<file path="config.mk">
export PLATFORM = sky130hd
export DESIGN_NAME = warp_fetch_scheduler
export DESIGN_NICKNAME = d
export VERILOG_FILES = /design/src/rtl/gpu_pkg.sv /design/src/rtl/fs_rotate_pick.sv /design/src/rtl/warp_fetch_scheduler.sv
export SDC_FILE = /design/constraint.sdc
export NUM_CORES = 1
export LEC_CHECK = 0
export ABC_CLOCK_PERIOD_IN_PS = 12700
export CORE_MARGIN = 1
export CORE_UTILIZATION = 50
export DETAILED_ROUTE_END_ITERATION = 6
export HOLD_SLACK_MARGIN = 0.15
export PLACE_DENSITY = 0.95
export SETUP_SLACK_MARGIN = 0.15
export SLEW_MARGIN = 20
export SYNTH_ARGS = -nofsm -noshare
export SYNTH_HDL_FRONTEND = slang
export SYNTH_HIERARCHICAL = 1
export SYNTH_SLANG_ARGS = --single-unit
</file>
<file path="constraint.sdc">
create_clock -name clk -period 12.7 [get_ports clk]
set_input_delay 3.175 -clock clk [delete_from_list [all_inputs] [get_ports clk]]
set_output_delay 3.175 -clock clk [all_outputs]
set_load 0.05 [all_outputs]
</file>
<file path="src/rtl/gpu_pkg.sv">
// gpu_pkg: shared warp-count constants, warp mask type and one-hot decode helper
package gpu_pkg;
    localparam int NUM_WARPS    = 8;
    localparam int LOGNUM_WARPS = $clog2(NUM_WARPS);
    typedef logic [NUM_WARPS-1:0] warp_mask_t;
    function automatic logic [LOGNUM_WARPS-1:0] onehot_idx(input warp_mask_t m);
        logic [LOGNUM_WARPS-1:0] r;
        r = '0;
        for (int i = 0; i < NUM_WARPS; i++)
            r = m[i] ? r | LOGNUM_WARPS'(i) : r;
        return r;
    endfunction
endpackage

</file>
<file path="src/rtl/fs_rotate_pick.sv">
// fs_rotate_pick: circular find-first over a warp mask, scanning upward from start
module fs_rotate_pick
    import gpu_pkg::*;
(
    input  warp_mask_t              req,
    input  logic [LOGNUM_WARPS-1:0] start,
    output warp_mask_t              grant,
    output logic                    found
);
    logic [LOGNUM_WARPS-1:0] idx;
    always_comb begin
        grant = '0;
        found = 1'b0;
        idx   = start;
        for (int i = 0; i < NUM_WARPS; i++) begin
            idx = start + LOGNUM_WARPS'(i);
            if (!found && req[idx]) begin
                grant[idx] = 1'b1;
                found      = 1'b1;
            end
        end
    end
endmodule

</file>
<file path="src/rtl/warp_fetch_scheduler.sv">
// warp_fetch_scheduler: round-robin selection of up to two warps to fetch per cycle
// FS_DUAL_GRANT_EN enables the second (slot 1) grant; otherwise Grant1_FS_IF is tied low.
module warp_fetch_scheduler
    import gpu_pkg::*;
(
    input  logic                    clk,
    input  logic                    rst,
    input  logic                    Activate_TM_FS,
    input  logic [LOGNUM_WARPS-1:0] Activate_WarpID_TM_FS,
    input  logic                    Exit_IU_FS,
    input  logic [LOGNUM_WARPS-1:0] Exit_WarpID_IU_FS,
    input  warp_mask_t              Req_IB_FS,
    input  warp_mask_t              Stall_SIMT_FS,
    input  warp_mask_t              Deposit_IB_FS,
    input  warp_mask_t              Flush_SIMT_FS,
    output warp_mask_t              Grant0_FS_IF,
    output warp_mask_t              Grant1_FS_IF,
    output warp_mask_t              Active_FS,
    output warp_mask_t              InFlight_FS
);
    warp_mask_t active, inflight, grant0_q, grant1_q;
    warp_mask_t act_dec, exit_dec, elig, g0, g1, clear;
    logic [LOGNUM_WARPS-1:0] ptr, ptr_n, g0_idx, g1_idx, start1;
    logic f0, f1;
    assign act_dec  = warp_mask_t'(Activate_TM_FS) << Activate_WarpID_TM_FS;
    assign exit_dec = warp_mask_t'(Exit_IU_FS) << Exit_WarpID_IU_FS;
    // an exit sampled this edge already removes the warp from this edge's pick
    assign elig     = active & Req_IB_FS & ~Stall_SIMT_FS & ~inflight & ~exit_dec;
    assign clear    = Deposit_IB_FS | Flush_SIMT_FS | exit_dec;
    fs_rotate_pick u_pick0 (.req(elig), .start(ptr), .grant(g0), .found(f0));
    assign g0_idx = onehot_idx(g0);
    assign start1 = g0_idx + 1'b1;
`ifdef FS_DUAL_GRANT_EN
    fs_rotate_pick u_pick1 (.req(elig & ~g0), .start(start1), .grant(g1), .found(f1));
`else
    assign g1 = '0;
    assign f1 = 1'b0;
`endif
    assign g1_idx = onehot_idx(g1);
    assign ptr_n  = f1 ? g1_idx + 1'b1 : f0 ? start1 : ptr;
    always_ff @(posedge clk or negedge rst) begin
        if (!rst) begin
            active   <= '0;
            inflight <= '0;
            grant0_q <= '0;
            grant1_q <= '0;
            ptr      <= '0;
        end else begin
            active   <= (active | act_dec) & ~exit_dec;
            inflight <= (inflight | g0 | g1) & ~clear;
            grant0_q <= g0;
            grant1_q <= g1;
            ptr      <= ptr_n;
        end
    end
    assign Grant0_FS_IF = grant0_q;
    assign Grant1_FS_IF = grant1_q;
    assign Active_FS    = active;
    assign InFlight_FS  = inflight;
endmodule

</file>
* After elaboration in Yosys (flattened, before gate mapping)
Cells that the tools add are included.
** Storage, ports and cells
- Bits in latches :: 0
- Memories kept :: 0
- Register bits :: 27
- Memory bits (writable) :: 0
- Memory bits (read-only) :: 0
- Output and inout port bits :: 32
** Cells by class
- Muxes and demuxes :: 55
- Bitwise operators :: 21
- Shift operators :: 2
- Multiply operators :: 0
- Equal/unequal tests :: 0
- Magnitude comparators :: 16
- Divide/modulo/power cells :: 0
- $add $sub $neg :: 8
- Reductions and logical operators :: 22
** Operator list (number)
- $or A8 B8 Y8 :: 11
- $mux W8 :: 8
- $and A8 B8 Y8 :: 6
- $lt A3 B4 Y1 const B :: 8
- $not A8 Y8 :: 4
- $mux W1 :: 25
- $bmux W1 S3 :: 8
- $demux W1 S3 :: 8
- $ge A3 B1 Y1 const B :: 8
- $shl A1 B3 Y8 :: 2
- $logic_and A1 B1 Y1 :: 15
- $add A3 B3 Y3 const B :: 4
- $mux W3 :: 4
- $logic_not A1 Y1 :: 7
- $add A3 B1 Y3 const B :: 2
- $add A3 B2 Y3 const B :: 2
- $mux W2 :: 2

* Depth between registers and ports, before layout
- Depth in word-level cells :: 36
- Mapped depth :: 16

* Hierarchy
The synthesis kept the hierarchy.
** Modules (own cells, without submodules)
- warp_fetch_scheduler :: instances 1, cells each 110, sequential area each 675.6 sq um, area an instance 1193.6 sq um
- fs_rotate_pick :: instances 1, cells each 125, sequential area each 0.0 sq um, area an instance 1044.8 sq um

* Worst setup path before layout
OpenSTA, ideal clock, no wires.
- Path kind :: input to register
- Start point :: input port Exit_WarpID_IU_FS[2]
- End point :: register ptr[2]
- Arrival time :: 6430 ps
- Library setup time :: 125 ps
- Stages on the path :: 13
- Slack :: 6145 ps
- Path through :: nand2b_1 -> nor3_1 -> nor2_1 -> mux4_2 -> mux2_2 -> a22oi_1 -> a22oi_1 -> a221oi_1 -> o21ai_1 -> or4_2 -> ha_1 -> xnor2_1 -> mux2_4
** RTL lines
- from (decl) :: RTL line warp_fetch_scheduler.sv:11 : input logic [LOGNUM_WARPS-1:0] Exit_WarpID_IU_FS,
- $shl A1 B3 Y8 * :: RTL line warp_fetch_scheduler.sv:26 : assign exit_dec = warp_mask_t'(Exit_IU_FS) << Exit_WarpID_IU_FS;
- $not A8 Y8 * :: RTL line warp_fetch_scheduler.sv:28 : assign elig = active & Req_IB_FS & ~Stall_SIMT_FS & ~inflight & ~exit_dec;
- $and A8 B8 Y8 * :: RTL line warp_fetch_scheduler.sv:28
- via elig[0] :: RTL line warp_fetch_scheduler.sv:22 : warp_mask_t act_dec, exit_dec, elig, g0, g1, clear;
- $bmux W1 S3 :: RTL line fs_rotate_pick.sv:17 : if (!found && req[idx]) begin
- $mux W1 (not written as such) :: RTL line fs_rotate_pick.sv:17
- $mux W1 :: RTL line fs_rotate_pick.sv:17
- $logic_not A1 Y1 :: RTL line fs_rotate_pick.sv:17
- (+15 left out)
- $logic_and A1 B1 Y1 :: RTL line fs_rotate_pick.sv:17
- $mux W1 :: RTL line fs_rotate_pick.sv:17
- $logic_not A1 Y1 :: RTL line fs_rotate_pick.sv:17
- $logic_and A1 B1 Y1 :: RTL line fs_rotate_pick.sv:17
- $mux W8 * :: RTL line fs_rotate_pick.sv:17
- via g0[6] :: RTL line warp_fetch_scheduler.sv:22
- $mux W3 * (2 in series) :: RTL line gpu_pkg.sv:10 : r = m[i] ? r | LOGNUM_WARPS'(i) : r;
- $add A3 B1 Y3 * :: RTL line warp_fetch_scheduler.sv:32 : assign start1 = g0_idx + 1'b1;
- to (signal assigned) :: RTL line warp_fetch_scheduler.sv:53 : ptr <= ptr_n;
- to (decl) :: RTL line warp_fetch_scheduler.sv:23 : logic [LOGNUM_WARPS-1:0] ptr, ptr_n, g0_idx, g1_idx, start1;
The timed path passes the listed nets; every way through them passes the cells marked *. The select of a mux whose other input is x is not followed.
A chain may end at the register's enable or synchronous reset.

* Worst setup path in the final report
- Start point :: input port Exit_IU_FS
- End point :: register ptr[1]
** RTL lines
- from (decl) :: RTL line warp_fetch_scheduler.sv:10 : input logic Exit_IU_FS,
- $shl A1 B3 Y8 * :: RTL line warp_fetch_scheduler.sv:26
- $not A8 Y8 * :: RTL line warp_fetch_scheduler.sv:28
- $and A8 B8 Y8 * :: RTL line warp_fetch_scheduler.sv:28
- via elig[4] :: RTL line warp_fetch_scheduler.sv:22
- $bmux W1 S3 :: RTL line fs_rotate_pick.sv:17
- $mux W1 (not written as such) :: RTL line fs_rotate_pick.sv:17
- $mux W1 :: RTL line fs_rotate_pick.sv:17
- $logic_not A1 Y1 :: RTL line fs_rotate_pick.sv:17
- (+17 left out)
- $logic_not A1 Y1 :: RTL line fs_rotate_pick.sv:17
- $logic_and A1 B1 Y1 :: RTL line fs_rotate_pick.sv:17
- $mux W8 * :: RTL line fs_rotate_pick.sv:17
- via g0[2] :: RTL line warp_fetch_scheduler.sv:22
- $mux W2 * (2 in series) :: RTL line gpu_pkg.sv:10
- $mux W3 * (4 in series) :: RTL line gpu_pkg.sv:10
- $add A3 B1 Y3 * :: RTL line warp_fetch_scheduler.sv:32
- via start1[1] :: RTL line warp_fetch_scheduler.sv:23
Marks and branches as above.

==> flow_metrics.tcl <==
set metrics [dict create \
    status "completed" \
    clock-root-buffer "clkbuf_8" \
    syn_avg_cell_area_um2 9.53 \
    slew_headroom_pct 55.4 \
    async_flop_share_pct 100 \
    hold_class "reg2reg" \
    multi_input_area_um2 1470 \
    final.fill_count 310 \
    synth_fa_ha_area_share_pct 3.91 \
    synth_seq_area_share_pct 30.2 \
    remaining_drc_errors 0 \
    final_cell_mix "clkdlybuf4s50_1 (65), nor2_1 (37), dfrtp_1 (26)" \
    post_cts_buffers 0 \
    fin_crit_ns 7.47 \
    final_core_util_pct 71.0 \
    place_congestion 0.989 \
    synth-xor-area-share_pct 1.57 \
    drv_slew 0 \
    ant_nets 0 \
    clock_latency_ns 0.28 \
    setup_viol 0 \
    tightest_slew_ns 0.663 \
    grt_pass1_vias 2257 \
    synth-compound-area-share_pct 12.0 \
    via_count 2322 \
    cpMaxStageDelayCell "mux4_1" \
    hold_depth 2 \
    synthFlopType "dfrtp_1" \
    core.rowCount 23 \
    power.density_nw_per_um2 255 \
    die_w_um 68.9 \
    endpoint_kind "register" \
    critical_path.max_fanout 14 \
    r2r_setup_slack_ns 7.50 \
    final_common_cell "clkdlybuf4s50_1" \
    synth_enable_flop_cells 0 \
    io_buffers 65 \
    grt_max_degree 32 \
    synth_mux_area_share_pct 16.5 \
    cpPeakStageDelay_ns 0.66 \
    cts.hold.buffers_added 0 \
    cp-start-kind "primary input" \
    wl_per_cell_um 20.4 \
    r2r_start "ptr[0]$_DFFE_PN0P_" \
    ir_worst_vdd_mv 0.115 \
    max_freq_ghz 0.134 \
    path_cells "clkdlybuf4s50_1 > nand2_1 > nor3_1 > nor2_1 > mux4_1 > nor4b_2 > nor4_2 > buf_4 > nor4_2 > a22oi_1 > o221ai_1 > or4_2 > ha_1 > mux2_2" \
    gr-usage-all-layers_pct 33.6 \
    synth_area_um2 2240 \
    critPathKind "in2reg" \
    synth_top_family_by_area "simple AND/OR/NAND/NOR gates" \
    drive_gt1_share_pct 10.4 \
    arrival_ns 7.65 \
    ys_warn_count 6 \
    cellLeakagePower_uw 0.00114 \
    hold_violations 0 \
    synth-simple-area-share_pct 30.4 \
    crit_path_frequent_cell "nor4_2" \
    cts_max_level 1 \
    die_h_um 68.9 \
    maxCapViolCount 0 \
    ys_ff_latch 27 \
    layout.nets 347 \
    setup_ws_ns 5.23 \
    rr_worst_depth 12 \
    diodes 0 \
    clock_skew_ns 0.0101 \
    cts_buffers 3 \
    viasPerCell 6.69 \
    syn_to_final_growth_pct 31.5 \
    fin_setup_tns_ns 0 \
    clk_path_buf_depth 2 \
    endpoint "ptr[1]$_DFFE_PN0P_" \
    register_area_um2 677 \
    required_ns 12.88 \
    overflow 0 \
    core_area_um2 4140 \
    dieArea_um2 4750 \
    drt_first_pass_iters 5 \
    cts.clk_slew.worst_paths_ns 0.10 \
    rsz0062_at_grt "false" \
    antenna_found_initial 0 \
    tritoncts "done" \
    io_pins 74 \
    min_period_over_period_pct 58.8 \
    syn_inst 235 \
    pre_cts_ws_ns 4.97 \
    cts.sinks 27 \
    r2r-end "ptr[2]$_DFFE_PN0P_" \
    drt-initial-drc-count 273 \
    cts_resized 0 \
    grt_pass1_wl_um 11500 \
    drt-total-wl_um 7100 \
    start_util_pct 54.0 \
    cp-startpoint "Exit_IU_FS" \
    synth_cell_types 50 \
    dp_hpwl_um 5430 \
]
-- report_power, final --
group          switching (uW)  internal (uW)
clock network            28.5           22.3
logic                     330            215
registers                42.3            113
-- cell usage after synthesis (2+ instances only) --
cell       number  share of area (%)
dfrtp_1        27                 30
nand4bb_1       8                4.0
nor3_1          5                1.1
mux4_2          9                9.1
nand2b_1        4                1.1
nor4_2          5                2.8
clkbuf_1        6                1.0
nor2_1         37                6.2
nand4b_1        5                2.0
mux2i_1         7                3.1
o211ai_1        2               0.67
and3_1          3               0.84
nor4_1         14                3.9
nor2b_1         4                1.1
a211oi_1        3                1.0
nand3_1         8                1.8
o21ai_1         3               0.67
a221oi_1        2               0.78
a31oi_1         4                1.1
a21oi_1         4               0.89
o2111ai_1       2               0.78
a32oi_1         4                1.6
nand2_1        14                2.3
mux2_2          5                2.5
inv_1           4               0.67
ha_1            7                3.9
xnor2_1         3                1.2
a41oi_1         2               0.78
a22oi_1         6                2.0
buf_4           8                2.7
-- worst max-delay path: cells and delay by family --
kind | cells | cell delay [ns]
mux | 2 | 0.93
fa+ha+maj | 1 | 0.22
simple gates | 7 | 2.00
compound gates | 2 | 0.63
buf+inv | 2 | 0.69
-- worst min path at each step --
stage | startpoint | endpoint | slack (ns)
floorplan | ptr[2]$_DFFE_PN0P_ | ptr[2]$_DFFE_PN0P_ | 0.53
global placement | Active_FS[5]$_DFF_PN0_ | Active_FS[5]$_DFF_PN0_ | 0.53
detailed placement | Active_FS[6]$_DFF_PN0_ | Active_FS[6]$_DFF_PN0_ | 0.53
CTS | Active_FS[6]$_DFF_PN0_ | Active_FS[6]$_DFF_PN0_ | 0.55
global route | Active_FS[7]$_DFF_PN0_ | Active_FS[7]$_DFF_PN0_ | 0.59
finish | Active_FS[6]$_DFF_PN0_ | Active_FS[6]$_DFF_PN0_ | 0.55
-- per-layer routing --
layer | vias up | routed length, um | GRT usage [%] | share of wire [%]
met5 | - | 0 | 0 | 0
met4 | 0 | 153 | 9.95 | 2.2
met3 | 23 | 637 | 6.91 | 9.0
met2 | 161 | 3440 | 55.3 | 48
met1 | 1109 | 2870 | 44.4 | 40
li1 | 1029 | - | - | -
-- final cells by class --
cell class	instances	area share (%)
Inverter	5	0.637
Sequential cell	27	23.0
Tap cell	50	2.12
Clock buffer	3	1.40
Clock inverter	1	0.255
Multi-Input combinational cell	194	50.0
Timing Repair Buffer	67	22.6
-- sequential cells by signal, summed over array words and instances, names as in the netlist --
| register | cells |
|---|---|
| Active_FS | 8 |
| Grant0_FS_IF | 8 |
| InFlight_FS | 8 |
| ptr | 3 |
-- cell families (layout without fill, tap and decap cells) --
group,count (synthesis),after routing
AO/OA/AOI/OAI,37,37
XOR/XNOR,4,4
adder cells (fa/ha/maj),7,7
buffers and inverters,21,76
flip-flops,27,27
multiplexers,23,23
other,1,8
AND/OR/NAND/NOR,115,115
-- metrics by stage --
step | hold WS, ns | area (um^2) | instances | power, uW
after detailed placement | 0.527 | 2890 | 343 | 688
after global placement | 0.526 | 2890 | 343 | 675
final | 0.553 | 2940 | 347 | 751
after CTS | 0.551 | 2940 | 347 | 742
after global routing | 0.594 | 2940 | 347 | 795
after floorplan | 0.533 | 2260 | 242 | 547
No activity file was read; power rests on OpenSTA's default activity.
